==> config.mk <==
export PLATFORM = sky130hd
export DESIGN_NAME = traffic_phase_scheduler
export DESIGN_NICKNAME = d
export VERILOG_FILES = /design/src/rtl/traffic_phase_scheduler.sv
export SDC_FILE = /design/constraint.sdc
export NUM_CORES = 1
export LEC_CHECK = 0
export BUFFER_PORTS_ARGS = -buffer_cell sky130_fd_sc_hd__buf_2
export CORE_MARGIN = 4
export CORE_UTILIZATION = 45
export CTS_CLUSTER_SIZE = 20
export DETAILED_ROUTE_END_ITERATION = 8
export PLACE_DENSITY = 0.77
export SLEW_MARGIN = 40
export SYNTH_ARGS = -nofsm -noshare
export SYNTH_HDL_FRONTEND = slang
export SYNTH_SLANG_ARGS = --single-unit
==> constraint.sdc <==
create_clock -name clk -period 2.5 [get_ports clk]
set_input_delay 0.25 -clock clk [delete_from_list [all_inputs] [get_ports clk]]
set_output_delay 0.25 -clock clk [all_outputs]
set_load 0.02 [all_outputs]
==> src/rtl/traffic_phase_scheduler.sv <==
// rtl/traffic_phase_scheduler.sv - two-street traffic light phase scheduler with optional pedestrian walk
//
// Purpose: sequences street A / street B greens with yellow and all-red
// clearance, rest-in-green when the cross street has no demand, and min/max
// green timing under opposing demand. All timers advance on the tick strobe.
//
// Optional feature macro: PED_REQ_EN (pedestrian request, WALK phase, ped_ack).
// Without it ped_req is ignored and walk/ped_ack are held low.
//
// Ports:
//   clk      in   single clock, rising edge
//   reset    in   synchronous active-low reset
//   tick     in   timebase strobe, one clk wide
//   sense_a  in   vehicle present on street A (level)
//   sense_b  in   vehicle present on street B (level)
//   ped_req  in   pedestrian request, sampled every clk
//   ped_ack  out  one-clk pulse when the walk phase starts
//   la, lb   out  street lights: red=00, yellow=01, green=10
//   walk     out  pedestrian walk signal
//   phase    out  current state code
module traffic_phase_scheduler #(
    parameter int GREEN_MIN = 8,
    parameter int GREEN_MAX = 30,
    parameter int YELLOW_T  = 3,
    parameter int ALLRED_T  = 1,
    parameter int WALK_T    = 6
) (
    input  logic       clk,
    input  logic       reset,
    input  logic       tick,
    input  logic       sense_a,
    input  logic       sense_b,
    input  logic       ped_req,
    output logic       ped_ack,
    output logic [1:0] la,
    output logic [1:0] lb,
    output logic       walk,
    output logic [2:0] phase
);

    typedef enum logic [2:0] {
        A_GRN = 3'b000,
        A_YEL = 3'b001,
        AR_AB = 3'b010,
        B_GRN = 3'b011,
        B_YEL = 3'b100,
        AR_BA = 3'b101,
        WALK  = 3'b110
    } state_t;

    localparam logic [7:0] GMIN_M1 = 8'(GREEN_MIN - 1);
    localparam logic [7:0] GMAX_M1 = 8'(GREEN_MAX - 1);
    localparam logic [7:0] YEL_M1  = 8'(YELLOW_T - 1);
    localparam logic [7:0] AR_M1   = 8'(ALLRED_T - 1);
    localparam logic [7:0] WALK_M1 = 8'(WALK_T - 1);

    state_t     state_q, state_d;
    logic [7:0] cnt_q, cnt_d;
    logic       next_b_q, next_b_d;
    logic       ped_pending;
    logic       demand_a, demand_b;
    logic       is_green;

    assign demand_a = sense_a | ped_pending;
    assign demand_b = sense_b | ped_pending;
    assign is_green = (state_q == A_GRN) || (state_q == B_GRN);

    always_comb begin
        state_d  = state_q;
        next_b_d = next_b_q;
        case (state_q)
            A_GRN: if (tick && demand_b &&
                       ((cnt_q >= GMAX_M1) || ((cnt_q >= GMIN_M1) && !sense_a)))
                       state_d = A_YEL;
            A_YEL: if (tick && (cnt_q == YEL_M1)) state_d = AR_AB;
            AR_AB: if (tick && (cnt_q == AR_M1)) begin
                       if (ped_pending) begin
                           state_d  = WALK;
                           next_b_d = 1'b1;   // B has not been served yet
                       end else begin
                           state_d  = B_GRN;
                       end
                   end
            B_GRN: if (tick && demand_a &&
                       ((cnt_q >= GMAX_M1) || ((cnt_q >= GMIN_M1) && !sense_b)))
                       state_d = B_YEL;
            B_YEL: if (tick && (cnt_q == YEL_M1)) state_d = AR_BA;
            AR_BA: if (tick && (cnt_q == AR_M1)) begin
                       if (ped_pending) begin
                           state_d  = WALK;
                           next_b_d = 1'b0;
                       end else begin
                           state_d  = A_GRN;
                       end
                   end
            WALK:  if (tick && (cnt_q == WALK_M1))
                       state_d = next_b_q ? B_GRN : A_GRN;
            default: state_d = A_GRN;
        endcase
    end

    // Counter restarts on every state entry; greens hold at GREEN_MAX-1 so
    // a long rest cannot wrap and fake a short green.
    always_comb begin
        cnt_d = cnt_q;
        if (state_d != state_q) begin
            cnt_d = '0;
        end else if (tick) begin
            if (is_green && (cnt_q >= GMAX_M1)) cnt_d = cnt_q;
            else                                cnt_d = cnt_q + 8'd1;
        end
    end

    always_ff @(posedge clk) begin
        if (!reset) begin
            state_q  <= A_GRN;
            cnt_q    <= '0;
            next_b_q <= 1'b0;
        end else begin
            state_q  <= state_d;
            cnt_q    <= cnt_d;
            next_b_q <= next_b_d;
        end
    end

`ifdef PED_REQ_EN
    logic ped_pending_q, ped_pending_d;
    logic ped_ack_q;
    logic enter_walk;

    assign enter_walk = (state_d == WALK) && (state_q != WALK);
    // A request arriving on the entry edge is kept for the next cycle.
    assign ped_pending_d = enter_walk ? ped_req : (ped_pending_q | ped_req);

    always_ff @(posedge clk) begin
        if (!reset) begin
            ped_pending_q <= 1'b0;
            ped_ack_q     <= 1'b0;
        end else begin
            ped_pending_q <= ped_pending_d;
            ped_ack_q     <= enter_walk;
        end
    end

    assign ped_pending = ped_pending_q;
    assign ped_ack     = ped_ack_q;
    assign walk        = (state_q == WALK);
`else
    logic unused_ped_req;
    assign unused_ped_req = ped_req;
    assign ped_pending    = 1'b0;
    assign ped_ack        = 1'b0;
    assign walk           = 1'b0;
`endif

    always_comb begin
        la = 2'b00;
        lb = 2'b00;
        case (state_q)
            A_GRN:   la = 2'b10;
            A_YEL:   la = 2'b01;
            B_GRN:   lb = 2'b10;
            B_YEL:   lb = 2'b01;
            default: begin
                la = 2'b00;
                lb = 2'b00;
            end
        endcase
    end

    assign phase = state_q;

endmodule

======== After elaboration in Yosys (flattened, before gate mapping) ========
Cells that the tools add are included.
cells by class
  add/subtract/negate cells ............... 1
  multipliers ............................. 0
  divide/modulo/power cells ............... 0
  order comparisons ....................... 2
  eq/ne operators ......................... 9
  shift-type cells ........................ 0
  muxes and demuxes ....................... 10
  bitwise operators ....................... 2
  reduce and logical (&&, ||, !) cells .... 19
operator list
  operator             number
  $mux 3               7
  $pmux 3 s7           1
  $logic_and 1x1->1    10
  $eq 3x3->1 const B   3
  $add 8x1->8 const B  1
  $eq 8x2->1 const B   1
  $eq 8x3->1 const B   1
  $ge 8x3->1 const B   1
  $ge 8x5->1 const B   1
  $logic_not 8->1      1
  $pmux 2 s2           2
  $eq 3x2->1 const B   2
  $eq 3x1->1 const B   1
  $logic_not 3->1      1
  $logic_or 1x1->1     3
  $ne 3x3->1           1
  $logic_not 1->1      2
  $not 1->1            2
  $reduce_and 2->1     1
  $reduce_or 2->1      1
storage, ports and cells
  register bits after elaboration ......... 11
  bits in latches ......................... 0
  memory bits (writable) .................. 0
  ROM bits ................................ 0
  bits of input ports ..................... 6
  output and inout bits ................... 9
  word-level logic and storage cells ...... 45
  memories kept ........................... 0

======== Depth between registers and ports, before layout ========
Gate-level depths: netlist (run 1).
  word-level depth ........................ 8
  gate-level depth with buffers ........... 7

======== Least setup slack after synthesis (run 1) ========
OpenSTA, ideal clock, no wires.
  path kind ............................... register to register
  start point ............................. register state_q[2], in the netlist phase[2]
  end point ............................... register cnt_q[0]
  setup time .............................. 0.092 ns
  data arrival time ....................... 2.005 ns
  path slack .............................. 0.403 ns
  cell stages (with the launch flop) ...... 7
  path buffers ............................ 1
  cells stage by stage .................... dfxtp_1 -> clkbuf_1 -> inv_1 -> nor3_1 -> mux2_4 -> nor4_4 -> nor4_1
on the way
  cells in the longest elaborated chain, start to end .. 5
RTL lines
  what                                                RTL line  RTL
  start, declared                                     57        state_t state_q, state_d;
  start signal, assigned                              120       state_q <= state_d;
  branches (longest 5 deep; another with $pmux 3 s7)  --
  end signal, assigned                                121       cnt_q <= cnt_d;
  end, declared                                       58        logic [7:0] cnt_q, cnt_d;
Parallel ways; which one is timed is not known.
A chain may end at the register's enable or synchronous reset.

======== Final worst setup path (run 1) ========
  start point ............................. register cnt_q[0]
  end point ............................... register cnt_q[7]
on the way
  cells in the longest elaborated chain, start to end .. 8
RTL lines
  what                                  RTL line  RTL
  $ge 8x3->1                            73, 85
  $logic_and 1x1->1 (on tied branches)  85, 73
  $logic_or 1x1->1 (on tied branches)   85, 73
  $logic_and 1x1->1 (on tied branches)  84, 72
  $mux 3 (on tied branches)             84, 72
  $pmux 3 s7                            71        case (state_q)
  $ne 3x3->1                            106       if (state_d != state_q) begin
  $reduce_or 2->1 (no line)             --
Parallel ways exist; a longest one is shown, timed or not.

==> results of run 1 <==
==> registers in the layout (all words and copies together) (netlist names) <==
name	count
phase	3
cnt_q	8
==> final timing paths <==
path              slack, ns                  start  cells after the start               endpoint
setup / recovery       0.26  cnt_q[0]$_SDFFE_PP0P_                      7  cnt_q[7]$_SDFFE_PP0P_
setup reg to reg       0.26  cnt_q[0]$_SDFFE_PP0P_                      7  cnt_q[7]$_SDFFE_PP0P_
hold / removal         0.24                  reset                      2    phase[1]$_SDFF_PN0_
hold reg to reg        0.61  cnt_q[7]$_SDFFE_PP0P_                      2  cnt_q[7]$_SDFFE_PP0P_
==> cell usage after synthesis (all sizes together) (2+ instances only) <==
master / instances
o21ai: 2
nor2b: 2
o21a: 2
dfxtp: 11
nor4: 10
nand4: 2
and2: 2
clkbuf: 2
xor2: 6
nand3: 3
a21oi: 2
and3: 5
nor3: 5
nand2: 3
o31a: 2
mux2: 2
o211ai: 6
ha: 5
buf: 6
nor2: 7
inv: 5
==> metrics by stage <==
stage / hold slack [ns] / std cells / setup WS [ns] / power (mW) / instance area (um^2)
after detailed placement: 0.514 / 139 / 0.240 / 0.238 / 997
after floorplan: 0.378 / 109 / 0.403 / 0.227 / 951
after global placement: 0.525 / 139 / 0.312 / 0.236 / 997
after CTS: 0.234 / 143 / 0.229 / 0.361 / 1020
final: 0.242 / 143 / 0.260 / 0.356 / 1030
after global routing: 0.243 / 143 / 0.0435 / 0.381 / 1030
==> cell families (layout without fill, tap and decap cells) <==
family	Yosys count	count (layout)	share of synthesized area [%]
AOI/OAI and AO/OA	23	23	20.7
xor gates and xnor gates	7	7	6.47
adders and majority gates	5	5	6.61
DFF	11	11	23.2
muxes	3	3	4.23
buffers and inverters	13	20	6.47
and+or+nand+nor	45	45	31.8
other	1	2	0.396
==> placed cells by master (no fill, tap or decap), drive strengths merged, types with 2 or more instances in the layout <==
| cell | Yosys | final |
|---|---|---|
| ha | 5 | 5 |
| nor4 | 10 | 10 |
| inv | 5 | 5 |
| a21oi | 2 | 2 |
| conb | 1 | 2 |
| and3 | 5 | 5 |
| nor3 | 5 | 5 |
| nand4 | 2 | 2 |
| and2 | 2 | 2 |
| nor2b | 2 | 2 |
| o21ai | 2 | 2 |
| nand2 | 3 | 3 |
| o31a | 2 | 2 |
| xor2 | 6 | 6 |
| nand3 | 3 | 3 |
| nor2 | 7 | 7 |
| o21a | 2 | 2 |
| clkbuf | 2 | 4 |
| o211ai | 6 | 6 |
| buf | 6 | 11 |
| dfxtp | 11 | 11 |
| mux2 | 2 | 2 |
==> report_power, final <==
part	leakage (nW)	switching, mW	internal (mW)	total, mW
clock network	0.0150	0.0599	0.0618	0.122
registers	0.0890	0.00548	0.179	0.184
logic	0.290	0.0298	0.0207	0.0504
total	0.394	0.0951	0.261	0.356
==> routing by layer <==
metal	up-vias	track usage, %
met4	0	5.96
li1	419	-
met1	402	22.9
met2	27	27.6
met5	-	0
met3	4	6.09
==> worst max-delay path, cell delays in order (launching register included) <==
cell and delay, ns:
dfxtp_1 0.35, inv_1 0.14, ha_1 0.15, nor4b_1 0.23, and3_2 0.25, mux2_4 0.34, nor4_4 0.50, nor4_1 0.12
==> repair_timing <==
action,CTS,global route
endpoints found under the setup margin,0,3
setup buffers,0,0
gates resized for setup,0,1
==> layout make-up <==
class | instances | share of cell area [%]
repair buffers | 11 | 5.36
flip-flops and latches | 11 | 21.4
clock buffers | 4 | 2.56
well taps | 27 | 3.29
multi-input cells | 85 | 65.5
inverters | 5 | 1.83
==> metrics, run 1 <==
met3 wire length 139 um; Pwr Density 347 nW/um^2; Final Max Tran Viols 0; final setup fails 0; Clk Latency, worst-skew pair 0.27 ns; Via density 5.96; WP data required 2.63 ns; Max Cap Violations 0; clk buf depth 2; wl on met1 970 um; core footprint 1980 um^2; Post-synth EDFFs 0; Die Wd 53.9 um; Residual DRC 0; number of fill cells in the layout 200; vias after detailed routing 852; f_max 447 MHz; period utilization 89.6%; port bufs 11; GRT Util Overall 17.8%; Fin Setup TNS 0 ns; Post-Syn Area per Cell 8.77 um^2; initial drt markers 33; critical path fanouts, max 8; Arr. time, crit path 2.37 ns; RSZ-0062 raised after global routing no; top layer in use met4; Pre-antenna DRT Iters 4; Die Height 53.9 um; Final Wtd Congestion 0.848; global-route wire length before repair 3820 um; Clock Sinks 11; hold buffers post-CTS 0; final antenna-violating net count 0; main area contributors after synthesis dfxtp_1, ha_1, nor4_1; Detail Route met2 WL 994 um; warnings from Yosys 0; flops & latches, synth 11; register area share after synthesis 23.2%; Die Area 2900 um^2; vias in the first global route 841; Final Hold Fails 0; sequential cell area 220 um^2; total congestion overflow 0; # diodes 0; clock root buffer clkbuf_4; worst min-delay path class in -> reg; Initial Util 47.8%; area delta synth->final 8.45%; Slew @ Worst Pin 0.551 ns; area leader, netlist dfxtp_1; clk_skew 0.00711 ns; initial antenna violation count 0; clock slew at reported path FFs 0.07 ns; Gate Count Post-Synth 108; # H-tree levels 1; kind of end point of the critical path flip-flop; Synth Flop Type dfxtp_1; mapped cell area 947 um^2; largest net degree at the start of global routing 15; Async SR Flop Fraction 0%; Std-Cell Rows 16; CTS tree done; fin crit period 2.24 ns; area of the multi-input gates 673 um^2; Routed Wire Length 2130 um; Leakage 0.394 nW; Crit Path Class reg -> reg; I/O pin total 15; NumNets Final 128; relative slew slack 62.8%; VDD IR max 292 uV; ratio of cells with drive above 1 in the final layout 25.9%; Synth cell types 49; DP HPWL 1600 um; Routed wire per std cell 14.9 um; outcome finished, final reports clean; Num CTS Buffers 3; CP startpoint kind flip-flop; final core utilization 51.8%; post-synth top area share 23.2%
(Power assumes the default switching activity.)
==> run 2: changes to the inputs <==
==> constraint.sdc (replaced) <==
create_clock -name clk -period 2.5 [get_ports clk]
set_input_delay 0.5 -clock clk [delete_from_list [all_inputs] [get_ports clk]]
set_output_delay 0.5 -clock clk [all_outputs]
set_load 0.02 [all_outputs]
==> run 2 against run 1 <==
  * Global-route usage fell by 0.085 points
  * Hold slack improved by 0.25 ns
  * Combinational power decreased by 0.8%
  * Wire length hardly changed
  * Die area did not move
  * Via count is 1.4% higher
  * Fmax decreased by 1.9%
  * Critical path type unchanged
  * Critical endpoint is now cnt_q[0]$_SDFFE_PP0P_
==> metrics, run 2 (same netlist as run 1, synthesis figures left out) <==
number of fill cells in the layout 185; Placed Area 997 um^2; Largest register FFs 8; Via density 6.04; Initial Util 47.8%; initial antenna violation count 0; WP buf/inv 1; pre-CTS WS 0.248 ns; vias after detailed routing 864; WP data required 2.67 ns; critical path fanouts, max 8; Std-Cell Rows 16; hold_ws 0.489 ns; Leakage 0.393 nW; kind of end point of the critical path flip-flop; placed insts 139; f_max 438 MHz; Final Wtd Congestion 0.852; Pre-antenna DRT Iters 4; port bufs 11; area delta synth->final 8.06%; Die Area 2900 um^2; commonest cells after routing, fill and taps aside dfxtp_1, buf_2, nor4_1; Routed Wire Length 2130 um; Num CTS Buffers 3; Slew @ Worst Pin 0.651 ns; largest net degree at the start of global routing 15; total congestion overflow 0; delay-heaviest family, CP compound AO/OA/AOI/OAI gates; global-route wire length before repair 3730 um; r2r startpoint cnt_q[1]$_SDFFE_PP0P_; final worst slack 0.217 ns; GRT Util Overall 17.7%; crit path cell chain inv_1, ha_1, and2_1, a41o_2, a221oi_1, o21ai_1, nor4_1; Max Cap Violations 0; worst r2r path cells 7; ratio of cells with drive above 1 in the final layout 25.0%; Final Max Tran Viols 0; sequential cell area 220 um^2; DP HPWL 1590 um; RSZ-0062 raised after global routing no; # H-tree levels 1; Crit Path Class reg -> reg; clk_skew 0.00147 ns; CP Depth 7; Worst path max stage delay 0.42 ns; vias in the first global route 832; Final Hold Fails 0; area of the multi-input gates 669 um^2; Clock Sinks 11; # diodes 0; relative slew slack 56.3%; Design Area, Final 1020 um^2; Die Height 53.9 um; Setup crit end cnt_q[0]$_SDFFE_PP0P_; final antenna-violating net count 0; CP startpoint kind flip-flop; clock slew at reported path FFs 0.07 ns; post-CTS setup buffer count 0; fin crit period 2.28 ns; CTS resizes 0; Residual DRC 0; hold buffers post-CTS 0; Die Wd 53.9 um; Routed wire per std cell 14.9 um; clock root buffer clkbuf_4; initial drt markers 10; worst min-delay path class in -> reg; register-to-register setup slack 0.22 ns; NumNets Final 128; final setup fails 0; r2r endpoint cnt_q[0]$_SDFFE_PP0P_; critical path startpoint cnt_q[1]$_SDFFE_PP0P_; slowest CP cell dfxtp_1; Pwr Density 347 nW/um^2; clk buf depth 2; Fin Setup TNS 0 ns; period utilization 91.3%; Clk Latency, worst-skew pair 0.27 ns; Non-Filler Instances 143; CTS tree done; outcome finished, final reports clean; Biggest register cnt_q; Arr. time, crit path 2.46 ns; VDD IR max 303 uV; core footprint 1980 um^2; I/O pin total 15
==> run 2: metrics by stage <==
step                      util (%)  power (mW)
after floorplan                  -       0.227
after global placement        50.3       0.236
after detailed placement      50.3       0.238
after CTS                     51.6       0.359
after global routing          51.6       0.374
final                         51.6       0.355
==> run 2: how the worst min path moves through the flow <==
stage                           from               endpoint  cells after the start
5_1_grt                        reset    phase[1]$_SDFF_PN0_                      2
6_report                       reset    phase[1]$_SDFF_PN0_                      2
3_3_place_gp   cnt_q[7]$_SDFFE_PP0P_  cnt_q[7]$_SDFFE_PP0P_                      2
4_1_cts                        reset    phase[1]$_SDFF_PN0_                      2
3_5_place_dp   cnt_q[7]$_SDFFE_PP0P_  cnt_q[7]$_SDFFE_PP0P_                      2
2_1_floorplan  cnt_q[1]$_SDFFE_PP0P_  cnt_q[1]$_SDFFE_PP0P_                      2
==> run 2: power breakdown <==
group	internal [mW]	switching [mW]
logic	0.0205	0.0295
registers	0.179	0.00541
clock network	0.0618	0.0587
total	0.261	0.0937
==> run 2: worst register-to-register path, cell delays in order, from the launching register on <==
cell      delay, ns
dfxtp_1        0.42
inv_1          0.11
ha_1           0.21
and2_1         0.17
a41o_2         0.27
a221oi_1       0.38
o21ai_1        0.33
nor4_1         0.31
==> run 2: cell type report <==
cell class | count | area share (%)
inverters | 5 | 1.83
repair buffers | 11 | 5.38
multi-input cells | 85 | 65.4
clock buffers | 4 | 2.57
flip-flops and latches | 11 | 21.5
well taps | 27 | 3.30
==> run 2: metal layers <==
metal / track usage (%) / routed length [um]
met1: 22.0 / 937
met2: 28.4 / 1000
met3: 6.09 / 164
met4: 5.96 / 29
met5: 0 / 0
